### src/rtl/timing_pkg.sv
// Timing-recovery NCO shared definitions: default widths, typedefs,
// samples-per-symbol helpers and the nominal step W0.
package timing_pkg;

  localparam int NCO_W_DEF    = 24;
  localparam int CTRL_W_DEF   = 16;
  localparam int MU_W_DEF     = 16;
  localparam int SPS_DEF      = 2;
  localparam int CTRL_LIM_DEF = 'h100;

  typedef logic [NCO_W_DEF-1:0]         nco_phase_t;
  typedef logic [MU_W_DEF-1:0]          mu_t;
  typedef logic signed [CTRL_W_DEF-1:0] ctrl_t;

  function automatic int log2_sps(input int sps);
    int r;
    r = 0;
    for (int i = 0; i < 31; i++)
      if ((32'sd1 << i) < sps) r = i + 1;
    return r;
  endfunction

  function automatic bit is_pow2(input int v);
    return (v > 0) && ((v & (v - 1)) == 0);
  endfunction

  // Nominal decrement per sample for the default configuration.
  localparam nco_phase_t W0_DEF =
    nco_phase_t'(1) << (NCO_W_DEF - log2_sps(SPS_DEF));

endpackage

### src/rtl/timing_nco_step.sv
// Step generator: optional ctrl clamp, W = W0 + sext(ctrl), W saturated.
// Ports: ctrl (signed held word) in; w (step), sat (ctrl clamped) out.
// Clamp enabled by macro TNCO_CTRL_LIMIT_EN; otherwise sat is 0.
module timing_nco_step
  import timing_pkg::*;
#(
  parameter int NCO_W    = NCO_W_DEF,
  parameter int CTRL_W   = CTRL_W_DEF,
  parameter int SPS      = SPS_DEF,
  parameter int CTRL_LIM = CTRL_LIM_DEF
) (
  input  logic signed [CTRL_W-1:0] ctrl,
  output logic        [NCO_W-1:0]  w,
  output logic                     sat
);

  localparam int LG = log2_sps(SPS);
  // Two guard bits so the signed sum can never wrap.
  localparam int XW = NCO_W + 2;

  localparam logic signed [XW-1:0] ONE  = {{(XW-1){1'b0}}, 1'b1};
  localparam logic signed [XW-1:0] W0X  = ONE << (NCO_W - LG);
  localparam logic signed [XW-1:0] WMAX = (ONE << NCO_W) - ONE;

  if (CTRL_LIM <= 0 || CTRL_LIM >= (32'sd1 << (CTRL_W - 1))) begin : g_bad_lim
    $error("CTRL_LIM must be in [1, 2^(CTRL_W-1)-1]");
  end

  logic signed [CTRL_W-1:0] c;
  logic signed [XW-1:0]     cx;
  logic signed [XW-1:0]     wx;

`ifdef TNCO_CTRL_LIMIT_EN
  localparam logic signed [CTRL_W-1:0] LIM_P = CTRL_W'(CTRL_LIM);
  localparam logic signed [CTRL_W-1:0] LIM_N = -LIM_P;

  always_comb begin
    c   = ctrl;
    sat = 1'b0;
    if (ctrl > LIM_P) begin
      c   = LIM_P;
      sat = 1'b1;
    end else if (ctrl < LIM_N) begin
      c   = LIM_N;
      sat = 1'b1;
    end
  end
`else
  assign c   = ctrl;
  assign sat = 1'b0;
`endif

  assign cx = {{(XW-CTRL_W){c[CTRL_W-1]}}, c};
  assign wx = W0X + cx;

  // A zero or negative step would stall the NCO; clip to [1, 2^NCO_W-1].
  always_comb begin
    if (wx[XW-1] || wx == '0)
      w = NCO_W'(1);
    else if (wx > WMAX)
      w = WMAX[NCO_W-1:0];
    else
      w = wx[NCO_W-1:0];
  end

endmodule

### src/rtl/timing_nco.sv
// Timing-recovery NCO: decrementing phase register, borrow = symbol strobe.
// Ports: clk, reset, in_valid, ctrl, ctrl_valid in; out_valid, strobe,
// mu, sym_cnt, ctrl_sat out. Optional clamp macro: TNCO_CTRL_LIMIT_EN.
module timing_nco
  import timing_pkg::*;
#(
  parameter int NCO_W    = NCO_W_DEF,
  parameter int CTRL_W   = CTRL_W_DEF,
  parameter int MU_W     = MU_W_DEF,
  parameter int SPS      = SPS_DEF,
  parameter int CTRL_LIM = CTRL_LIM_DEF
) (
  input  logic                     clk,
  input  logic                     reset,
  input  logic                     in_valid,
  input  logic signed [CTRL_W-1:0] ctrl,
  input  logic                     ctrl_valid,
  output logic                     out_valid,
  output logic                     strobe,
  output logic        [MU_W-1:0]   mu,
  output logic        [15:0]       sym_cnt,
  output logic                     ctrl_sat
);

  localparam int LG = log2_sps(SPS);

  if (!is_pow2(SPS) || SPS < 2) begin : g_bad_sps
    $error("SPS must be a power of two >= 2");
  end
  if (MU_W > NCO_W) begin : g_bad_mu
    $error("MU_W must not exceed NCO_W");
  end
  if (CTRL_W >= NCO_W) begin : g_bad_ctrl
    $error("CTRL_W must be less than NCO_W");
  end

  logic        [NCO_W-1:0]  eta;
  logic signed [CTRL_W-1:0] ctrl_q;
  logic        [NCO_W-1:0]  w;
  logic                     sat;
  logic                     hit;

  timing_nco_step #(
    .NCO_W    (NCO_W),
    .CTRL_W   (CTRL_W),
    .SPS      (SPS),
    .CTRL_LIM (CTRL_LIM)
  ) u_step (
    .ctrl (ctrl_q),
    .w    (w),
    .sat  (sat)
  );

  // Borrow on the coming decrement marks the symbol boundary.
  assign hit = eta < w;

  always_ff @(posedge clk or posedge reset) begin
    if (reset) begin
      eta       <= '0;
      ctrl_q    <= '0;
      out_valid <= 1'b0;
      strobe    <= 1'b0;
      mu        <= '0;
      sym_cnt   <= '0;
      ctrl_sat  <= 1'b0;
    end else begin
      // Sample in the same cycle still sees the old ctrl_q.
      if (ctrl_valid)
        ctrl_q <= ctrl;
      out_valid <= in_valid;
      strobe    <= in_valid & hit;
      ctrl_sat  <= in_valid & sat;
      if (in_valid) begin
        eta <= eta - w;
        if (hit) begin
          // eta/W ~ eta*SPS/2^NCO_W; keep the top MU_W bits.
          mu      <= MU_W'((eta << LG) >> (NCO_W - MU_W));
          sym_cnt <= sym_cnt + 16'd1;
        end
      end
    end
  end

endmodule

### config.mk
export PLATFORM = sky130hd
export DESIGN_NAME = timing_nco
export DESIGN_NICKNAME = d
export VERILOG_FILES = /design/src/rtl/timing_pkg.sv /design/src/rtl/timing_nco_step.sv /design/src/rtl/timing_nco.sv
export SDC_FILE = /design/constraint.sdc
export NUM_CORES = 1
export LEC_CHECK = 0
export BUFFER_PORTS_ARGS = -buffer_cell sky130_fd_sc_hd__buf_2
export CORE_UTILIZATION = 45
export CTS_CLUSTER_DIAMETER = 200
export CTS_CLUSTER_SIZE = 12
export DETAILED_ROUTE_END_ITERATION = 12
export GPL_ROUTABILITY_DRIVEN = 0
export SLEW_MARGIN = 20
export SYNTH_ARGS = -nofsm -noshare
export SYNTH_HDL_FRONTEND = slang
export SYNTH_HIERARCHICAL = 1
export SYNTH_SLANG_ARGS = --single-unit
export TNS_END_PERCENT = 100
### constraint.sdc
create_clock -name clk -period 7.9 [get_ports clk]
set_clock_uncertainty 0.15 [all_clocks]
set_input_delay 0 -clock clk [delete_from_list [all_inputs] [get_ports clk]]
set_output_delay 0 -clock clk [all_outputs]
set_load 0.01 [all_outputs]
# Word-level counts from Yosys, hierarchy flattened
# Cells that the tools add are included.
dict set report classes {
  addsub 3
  n_lt_le_gt_ge 2
  mux 2
  bitwise_logic 1
  n_reduce_logical 3
}
# operator n
set op_table {}
lappend op_table {{24-bit 2-to-1 mux} 2}
lappend op_table {{25-bit by 16-bit adder with 26-bit output (first input constant)} 1}
lappend op_table {{26-bit by 25-bit greater-than comparator with 1-bit output (second input constant)} 1}
lappend op_table {{26-bit logical NOT} 1}
lappend op_table {{24-bit less-than comparator} 1}
lappend op_table {{24-bit subtractor} 1}
lappend op_table {{16-bit by 1-bit adder with 16-bit output (second input constant)} 1}
lappend op_table {{2-bit AND reduction} 1}
lappend op_table {{1-bit AND} 1}
lappend op_table {{1-bit logical OR} 1}
dict set report totals {
  regBits 74
  input_bits 20
  out_inout_bits 35
  wordCells 17
}

# Logic depth before layout (Yosys ltp)
dict set report logic_depth {
  word_depth 6
  ltp_mapped 14
  ltp_nobuf 11
}

# Modules after synthesis
# Netlist, hierarchy kept.
# module instances cells_per_inst area_per_inst_um2 seq_area_each_um2
set by_module_without_submodules {}
lappend by_module_without_submodules {timing_nco 1 441 4232.8 1876.8}
lappend by_module_without_submodules {timing_nco_step 1 26 187.7 0.0}

# Least setup slack after synthesis
# OpenSTA, ideal clock, no wires.
dict set report synth_path {
  path_kind {reg-to-reg}
  start {reg ctrl_q[0]}
  end {reg sym_cnt[3]}
  arrival_ns 2.567
  required_ns 7.624
  path_slack_ns 5.057
  path_stages_with_launch 13
  path_buffers 2
  period_less_slack_ns 2.843
  path_cell_list {dfrtp_1 > buf_4 > ha_1 > fa_1 > nor2b_1 > o31a_4 > o21ai_4 > o31ai_2 > a41o_1 > inv_2 > buf_2 > and3_1 > xor2_1}
}
dict set report synth_via {
  elab_chain_len 6
  elab_cells_between_ends 8
  cone_classes {add/sub (1); order compare (2); mux (2); reduce/logical (3)}
}
# item line_no
set synth_rtl {}
lappend synth_rtl {{from (decl)} timing_nco.sv:38} ;# logic signed [CTRL_W-1:0] ctrl_q;
lappend synth_rtl {{from (signal assigned)} timing_nco.sv:69} ;# ctrl_q <= ctrl;
lappend synth_rtl {{25-bit by 16-bit adder with 26-bit output (*)} timing_nco_step.sv:54} ;# assign wx = W0X + cx;
lappend synth_rtl {{26-bit by 25-bit greater-than comparator with 1-bit output or 26-bit logical NOT (tied branches)} {timing_nco_step.sv:60, timing_nco_step.sv:58}}
lappend synth_rtl {{24-bit 2-to-1 mux or 1-bit logical OR (tied branches)} {timing_nco_step.sv:60, timing_nco_step.sv:58}}
lappend synth_rtl {{24-bit 2-to-1 mux (*)} timing_nco_step.sv:58} ;# if (wx[XW-1] || wx == '0)
lappend synth_rtl {{named net w[0]} timing_nco.sv:39} ;# logic [NCO_W-1:0] w;
lappend synth_rtl {{24-bit less-than comparator (*)} timing_nco.sv:55} ;# assign hit = eta < w;
lappend synth_rtl {{2-bit AND reduction (no line) (*)} --}
lappend synth_rtl {{to (signal assigned)} timing_nco.sv:78} ;# sym_cnt <= sym_cnt + 16'd1;
lappend synth_rtl {{to (decl)} timing_nco.sv:21} ;# output logic [15:0] sym_cnt,
# Mark *: on every way through the listed nets, which the timed path passes. The rest lies on a longest branch.
# A chain may end at the register's enable or synchronous reset.

# Worst setup path after layout
dict set report layout_path {
  start {reg eta[0]}
  end {reg sym_cnt[5]}
}
dict set report layout_via {
  elab_chain_len 2
}
# item line_no
set layout_rtl {}
lappend layout_rtl {{from (decl)} timing_nco.sv:37} ;# logic [NCO_W-1:0] eta;
lappend layout_rtl {{from (signal assigned)} timing_nco.sv:74} ;# eta <= eta - w;
lappend layout_rtl {{24-bit less-than comparator} timing_nco.sv:55}
lappend layout_rtl {{2-bit AND reduction (no line)} --}
# No other way between the ends.

==> flow_summary.yaml <==
timing:
  min_period_ns: 3.92
  report.final.slew_viol_count: 0
  final.setup.worst_slack_ns: 3.98
  finalCritPeriodShare: 0.496
  final-hold-violation-count: 0
  rsz0062_at_grt: "false"
  finalSetupTns_ns: 0
  setup_violations: 0
  tightest_slew_ns: 1.03
  slew_headroom: 0.315
  max_freq_ghz: 0.255
logic_synthesis:
  ys_seq_elements: 75
  ys.flop_type: "dfrtp_1"
  post-synth-top-count-cell: "dfrtp_1"
  yosys.area.top_type: "dfrtp_1"
  syn-num-nets: 513
  synth_area_um2: 4420
  ys_types: 52
  syn_inst: 467
  synth_common_cells: "dfrtp_1 (75), nand2_1 (73), inv_1 (37)"
  synthArstFlopShare: 1.00
  synth-edff-count: 0
  synth_top_cell_area_share: 0.425
  seq_area_frac_synth: 0.425
  avgSynthCellArea_um2: 9.47
  synth.area.top_cells: "dfrtp_1 (42%), mux2_2 (7.6%), ha_1 (7.1%)"
  synth_warnings: 6
min_path:
  hold_class: "in2reg"
cts:
  clk_pin_slew_worst_paths_ns: 0.09
  worstSkewPairLatency_ns: 0.35
  clkSinkCount: 75
  cts_buffers: 9
  clockBufferDepth: 2
  cts_tree: "done"
  clock-root-buffer: "clkbuf_8"
  postCtsSetupRepairBufs: 0
  cts_htree_levels: 3
setup_path:
  slowest_delay_ns: 0.93
  path_cells: "inv_1 > ha_1 > fa_1 > nor2b_1 > o31a_4 > o21ai_4 > o31ai_2 > a41o_1 > inv_2 > and4_1 > xor2_1"
  cp_max_fo: 30
  startpoint_type: "register"
  cp_data_arrival_time_ns: 4.00
  worstPathRequired_ns: 7.98
  critPathCaptureType: "register"
  slowest_stage: "a41o_1"
  crit_type: "reg2reg"
global_routing:
  grt_pass1_wl_um: 15300
  antenna_found_initial: 0
  grt_max_degree: 76
  grt.total_usage: 0.189
  grt_pass1_vias: 3218
  overflow: 0
power:
  p_per_area_nw_per_um2: 377
  leakage_nw: 2.46
  ir_drop_mv: 0.127
die:
  ios: 55
  dieArea_um2: 10200
  fp.dieH_um: 101
  rows: 35
  start_util: 0.472
  core-area_um2: 9370
  die_w_um: 101
layout:
  drive_above_1_share: 0.208
  multi_input_area_um2: 2150
  fill_cells: 906
  n_antenna_cell: 0
  area_growth_pct: 12.7
  seq_area_um2: 1880
  finalNetCount: 559
route:
  drtAntennaViolNets: 0
  drcViolationCount: 0
  avgViaCountPerCell: 5.05
  first_pass_iters: 4
  detail_route.wl_per_cell_um: 13.3
  first_iter_violations: 177
  wl_um: 8610
  vias: 3265
placed_design:
  hpwlAfterDp_um: 6120
  pre_cts_ws_ns: 3.98
  io_buffers: 54
run_status:
  run_status: "completed"
job:
  max-cap-violations: 0
==> kinds of logic (layout without fill, tap and decap cells) <==
logic type / after synthesis / count (layout) / synth area share
compound gates: 77 / 77 / 0.118
xor+xnor: 31 / 31 / 0.0614
fa+ha+maj: 26 / 26 / 0.0753
buf+inv: 78 / 129 / 0.0897
flops: 75 / 75 / 0.425
mux: 31 / 31 / 0.0787
other cells: 1 / 1 / 0.000848
simple gates: 148 / 148 / 0.151
==> report_power, final <==
part	switching (W)	total (W)	internal, W
clock network	0.000158	0.000283	0.000125
registers	0.000102	0.000622	0.000520
logic	0.000540	0.000974	0.000434
total	0.000800	0.00188	0.00108
==> critical path: cells and delay by family, from the launching register on <==
kind | cells | cell delay (ns)
AOI/OAI and AO/OA | 4 | 1.62
buffers and inverters | 2 | 0.41
and+or+nand+nor | 2 | 0.50
DFF | 1 | 0.36
adders and majority gates | 2 | 0.64
xor gates and xnor gates | 1 | 0.13
==> state kept, by name, summed over array words and instances (netlist names) <==
name / count
strobe: 1
out_valid: 1
eta: 24
sym_cnt: 16
ctrl_sat: 1
mu: 16
ctrl_q: 16
==> final cells by class <==
cell class / count / share of cell area
clock buffer: 10 / 0.0276
multi-input combinational: 314 / 0.431
clock inverter: 6 / 0.00929
timing repair buffer: 74 / 0.0934
tap: 129 / 0.0324
inverter: 39 / 0.0294
sequential: 75 / 0.377
==> per-layer routing <==
metal  wire, um  GRT usage
met1       4490      0.276
met2       3600      0.283
met3        410     0.0312
met4        110     0.0702
met5          0          0
==> worst paths after layout <==
check                             from          end  slack, ns  cells past startpoint
max                             eta[0]   sym_cnt[5]       3.98                     11
min                         ctrl_valid   ctrl_q[14]       0.01                      2
max reg2reg                     eta[0]   sym_cnt[5]       3.98                     11
min reg2reg                sym_cnt[15]  sym_cnt[15]       0.32                      1
max in group asynchronous        reset        mu[7]       6.66                      4
min in group asynchronous        reset    ctrl_q[1]       0.33                      4
==> cells in the final DEF (no fill, tap or decap), types with 3 or more instances in the layout <==
| master | synthesis | layout |
|---|---|---|
| o21ai_0 | 13 | 13 |
| o2111ai_1 | 3 | 3 |
| ha_1 | 25 | 25 |
| xnor2_1 | 17 | 17 |
| xor2_1 | 14 | 14 |
| nand3_1 | 10 | 10 |
| nor3_1 | 5 | 5 |
| and2_1 | 3 | 3 |
| a21oi_1 | 24 | 24 |
| dlygate4sd3_1 | 0 | 18 |
| inv_1 | 37 | 36 |
| nor4_1 | 5 | 5 |
| a31oi_1 | 3 | 3 |
| a21o_1 | 11 | 11 |
| nand2b_1 | 6 | 6 |
| nand2_1 | 73 | 73 |
| mux2_2 | 30 | 30 |
| nor2b_1 | 5 | 5 |
| dfrtp_1 | 75 | 75 |
| buf_2 | 5 | 54 |
| nor2_1 | 25 | 25 |
| a211oi_1 | 3 | 3 |
| clkbuf_8 | 0 | 10 |
| nand4_1 | 5 | 5 |
| and3_1 | 6 | 6 |
==> metrics by stage <==
stage	area (um^2)	utilization	hold slack (ns)	std cells	total power (W)
after global placement	4620	0.493	0.0823	613	0.00157
after floorplan	4420	-	-0.119	467	0.00139
after global routing	4980	0.532	0.0306	647	0.00206
after CTS	4980	0.532	0.0163	647	0.00189
final	4980	0.532	0.0129	647	0.00188
after detailed placement	4620	0.493	0.0855	613	0.00159
==> what timing repair did <==
action / CTS / global route
hold buffers: 18 / 0
hold endpoints to repair: 92 / 0
gates resized for setup: 0 / 0
setup endpoints to repair: 0 / 0
Power figures use the tool's default switching activity.
